<file path="config.mk">
export PLATFORM = sky130hd
export DESIGN_NAME = register_file_multiport
export DESIGN_NICKNAME = d
export VERILOG_FILES = /design/src/rtl/register_file_multiport.sv
export SDC_FILE = /design/constraint.sdc
export NUM_CORES = 1
export LEC_CHECK = 0
export BUFFER_PORTS_ARGS = -buffer_cell sky130_fd_sc_hd__buf_2
export CAP_MARGIN = 20
export CORE_ASPECT_RATIO = 2
export CORE_MARGIN = 8
export CORE_UTILIZATION = 40
export CTS_CLUSTER_DIAMETER = 80
export DETAILED_ROUTE_END_ITERATION = 8
export GPL_TIMING_DRIVEN = 0
export PLACE_DENSITY_LB_ADDON = 0.08
export SLEW_MARGIN = 40
export SYNTH_ARGS = -nofsm -noshare
export SYNTH_HDL_FRONTEND = slang
export SYNTH_HIERARCHICAL = 1
export SYNTH_SLANG_ARGS = --single-unit
</file>
<file path="constraint.sdc">
create_clock -name clk -period 3.5 [get_ports clk]
set_clock_uncertainty 0.05 [all_clocks]
set_input_delay 0.525 -clock clk [delete_from_list [all_inputs] [get_ports clk]]
set_output_delay 0.525 -clock clk [all_outputs]
set_load 0.02 [all_outputs]
</file>
<file path="src/rtl/register_file_multiport.sv">
// Multiport register file: 2**INDEX_WIDTH x WIDTH registers, two independent
// read ports (a, b), one write port. Optional write-to-read bypass,
// hardwired-zero r0 and a registered read stage.

// One read port: select, optional bypass/zero override, optional output flop.
module rf_read_port #(
  parameter int WIDTH        = 16,
  parameter int INDEX_WIDTH  = 2,
  parameter int BYPASS       = 0,
  parameter int ZERO_REG     = 0,
  parameter int READ_LATENCY = 0
) (
  input  logic                                    clk,
  input  logic                                    reset,
  input  logic [(1<<INDEX_WIDTH)-1:0][WIDTH-1:0]  regs,
  input  logic [INDEX_WIDTH-1:0]                  rd_index,
  input  logic [INDEX_WIDTH-1:0]                  wr_index,
  input  logic [WIDTH-1:0]                        wr_data,
  input  logic                                    wr_en,
  output logic [WIDTH-1:0]                        rd_data
);

  logic [WIDTH-1:0] sel;
  logic [WIDTH-1:0] rd_d;
  logic [WIDTH-1:0] rd_q;

  // Combinational select; zero-register override wins over bypass.
  always_comb begin
    sel = regs[rd_index];
    if (BYPASS != 0 && wr_en && (rd_index == wr_index)) sel = wr_data;
    if (ZERO_REG != 0 && (rd_index == '0))              sel = '0;
  end

  // The registered stage captures exactly what the combinational path shows.
  always_comb begin
    rd_d = sel;
  end

  // Read pipeline register, cleared by reset.
  always_ff @(posedge clk or posedge reset) begin
    if (reset) rd_q <= '0;
    else       rd_q <= rd_d;
  end

  // Outputs are forced to zero while reset is held, so a bypassed write_data
  // cannot leak out during reset.
  always_comb begin
    rd_data = '0;
    if (!reset) rd_data = (READ_LATENCY != 0) ? rd_q : sel;
  end

endmodule

module register_file_multiport #(
  parameter int WIDTH        = 16,
  parameter int INDEX_WIDTH  = 2,
  parameter int BYPASS       = 0,
  parameter int ZERO_REG     = 0,
  parameter int READ_LATENCY = 0
) (
  input  logic                   clk,
  input  logic                   reset,
  input  logic [INDEX_WIDTH-1:0] read_index_a,
  output logic [WIDTH-1:0]       read_data_a,
  input  logic [INDEX_WIDTH-1:0] read_index_b,
  output logic [WIDTH-1:0]       read_data_b,
  input  logic [INDEX_WIDTH-1:0] write_index,
  input  logic [WIDTH-1:0]       write_data,
  input  logic                   write_enable
);

  localparam int NUM_REGS = 1 << INDEX_WIDTH;
  localparam int NUM_RD   = 2;

  logic [NUM_REGS-1:0][WIDTH-1:0]    regs_d;
  logic [NUM_REGS-1:0][WIDTH-1:0]    regs_q;
  logic [NUM_RD-1:0][INDEX_WIDTH-1:0] rd_idx;
  logic [NUM_RD-1:0][WIDTH-1:0]       rd_dat;
  logic                               wr_drop;

  // Writes to r0 are discarded when it is hardwired to zero.
  always_comb begin
    wr_drop = (ZERO_REG != 0) && (write_index == '0);
  end

  // Next-state of the array: hold, or update the addressed entry.
  always_comb begin
    regs_d = regs_q;
    if (write_enable && !wr_drop) regs_d[write_index] = write_data;
  end

  // Register array; async reset overrides any write in flight.
  always_ff @(posedge clk or posedge reset) begin
    if (reset) regs_q <= '0;
    else       regs_q <= regs_d;
  end

  // Port bundling: index 0 is port a, index 1 is port b.
  always_comb begin
    rd_idx[0] = read_index_a;
    rd_idx[1] = read_index_b;
  end

  assign read_data_a = rd_dat[0];
  assign read_data_b = rd_dat[1];

  for (genvar p = 0; p < NUM_RD; p++) begin : g_rd
    rf_read_port #(
      .WIDTH        (WIDTH),
      .INDEX_WIDTH  (INDEX_WIDTH),
      .BYPASS       (BYPASS),
      .ZERO_REG     (ZERO_REG),
      .READ_LATENCY (READ_LATENCY)
    ) u_port (
      .clk      (clk),
      .reset    (reset),
      .regs     (regs_q),
      .rd_index (rd_idx[p]),
      .wr_index (write_index),
      .wr_data  (write_data),
      .wr_en    (write_enable),
      .rd_data  (rd_dat[p])
    );
  end

endmodule
</file>
==> out/results.ini <==
[setup_path]
cpMaxStageDelayCell = buf_2
crit_path_max_fanout = 10
ff2ff_setup_slack_ps = 2650
reg2reg_from = regs_q[7]
worstPathCellList = buf_2, nand2b_1, clkbuf_2, buf_2, o22ai_1, buf_2
ff2ff_path_depth = 1
worstSetupPathType = in2out
crit_family = buffers and inverters
arrival_ps = 1660
cp_slowest_stage_delay_ps = 330
path_buf_inv = 4
crit_path_start_kind = input pin
endpoint_kind = primary output
r2r-end = regs_q[7]
crit_required_ps = 2920
worst_path_most_repeated_cell = buf_2

[die]
io_pins = 57
die_area_um2 = 12000
rows = 48
die_w_um = 81.5
core_area_um2 = 8470
initial_core_util_pct = 40.5
die_h_um = 147

[timing]
finalHoldViolCount = 0
setup_viol = 0
fin_setup_tns_ps = 0
max_freq_ghz = 0.448
worst_slew_pin_slew_ps = 527
slew_headroom_pct = 64.8
rsz0062_at_grt = false
period_share_pct = 63.8
timing.final.crit_period_ps = 2230
maxSlewViolCount = 0

[logic_synthesis]
ys_warn_count = 6
synthAdderAreaFrac_pct = 0
async_flop_share_pct = 100
yosysSeqAreaShare_pct = 46.7
synth-xor-area-share_pct = 0
synth_nets = 278
muxShareOfSynthArea_pct = 39.7
synth_top_cells_by_area = dfrtp_1 (47%), mux2_2 (21%), mux2i_1 (19%)
synth_edf_count = 0
yosys.area.top_type = dfrtp_1
synth.avg_cell_area_um2 = 13.6
synth_top_family_by_area = multiplexers
synth_top_area_share_pct = 46.7
synthCells = 253
synth_common_cells = dfrtp_1 (64), mux2_2 (64), mux2i_1 (64), o22ai_1 (32), buf_6 (7)
synth_cell_types = 16
ys.flop_type = dfrtp_1
ys_ff_latch = 64
synth-compound-area-share_pct = 5.84
synth_area_um2 = 3430
yosys.area_share.simple_pct = 2.23

[layout]
drive_gt1_share_pct = 49.1
top_regs = regs_q: 64 flops
largest_reg_flops = 64
antenna_cells_inserted = 0
area_growth_pct = 21.7
regMostFlops = regs_q
register_area_um2 = 1600
fillCellCount = 776
multiInputGateArea_um2 = 1640
final_nets = 344

[grt]
grt_pass1_wl_mm = 14.5
grt_overflow_total = 0
grt_start_max_net_pins = 45
antenna_found_initial = 0
grt.total_usage_pct = 16.2
grt_pass1_vias = 2738

[power_and_ir_drop]
p_total_mw = 2.45
ir_drop_v = 0.000361
powerDensity_nw_per_um2 = 587
p_leak_nw = 1.99

[place]
io_buffers = 54
dp_hpwl_mm = 6.23
globalplace.congestion = 0.770

[hold_path]
hp-class = in2async

[detailed_routing]
vias = 2339
drt_wl_total_mm = 9.06
drtIter0Drc = 96
ant_nets = 0
route.detailed.drc = 0
viasPerCell = 5.52
drtPass1Iterations = 5
avgRoutedWirePerCell_um = 21.4

[cts]
holdBufCountCts = 0
clock_latency_ps = 320
clk_path_buf_depth = 2
cts_num_sinks = 64
path_clk_slew_ps = 50
postCtsSetupRepairBufs = 0
cts_root_buf = clkbuf_16
cts_buffers = 9
post_cts_resized = 0
cts_tree = built
htreeDepth = 3

[outcome]
outcome = finished clean

[flow_run]
drv_cap = 0

[worst max path at each step]
| stage | startpoint | end | slack (ps) | cells after the start |
|---|---|---|---|---|
| after global placement | reset | regs_q[26] | 510 | 2 |
| final | reset | read_data_b[6] | 1270 | 6 |
| after CTS | reset | read_data_a[5] | 1280 | 6 |
| after detailed placement | reset | read_data_a[5] | 1290 | 6 |
| after floorplan | reset | regs_q[0] | 1330 | 1 |
| after global routing | reset | read_data_a[9] | 1230 | 6 |
[routing by layer]
layer  global-route usage (%)  wire (µm)
met1                     19.3       3840
met4                     6.85        156
met2                     26.8       4670
met3                     3.55        381
met5                        0          0
[kinds of logic (layout without fill, tap and decap cells)]
| family | after synthesis | after routing |
|---|---|---|
| AO/OA/AOI/OAI | 32 | 32 |
| buffers and inverters | 21 | 92 |
| flip-flops | 64 | 64 |
| AND/OR/NAND/NOR | 8 | 8 |
| multiplexers | 128 | 128 |
[area by class of cell]
class / count / area share, %
buffer: 20 / 4.44
clock buffer: 14 / 6.81
clock inverter: 2 / 0.840
inverter: 1 / 0.150
multi-input combinational: 168 / 39.3
sequential: 64 / 38.4
tap: 100 / 3.00
timing repair buffer: 55 / 7.14
[cells in the final DEF (no fill, tap or decap), types with 5 or more instances in the layout]
master     count
mux2i_1       64
clkbuf_8       5
mux2_2        64
clkbuf_16      9
buf_2         57
dfrtp_1       64
o22ai_1       32
buf_4          5
buf_6          7
[report_power, final]
part | switching, mW | internal [mW]
combinational | 0.266 | 0.270
clock | 0.302 | 0.628
sequential | 0.102 | 0.883
total | 0.670 | 1.78
[stage by stage]
stage               hold slack (ps)  worst slack, ps  util, %  cell area [µm²]  instances
CTS                             131             1280     49.3             4170        424
floorplan                       451             1330        -             3430        253
detailed placement              465             1290     45.5             3850        408
finish                          134             1270     49.3             4170        424
global route                    147             1230     49.3             4170        424
global placement                458              507     45.2             3820        407
Power figures use the tool's default switching activity.
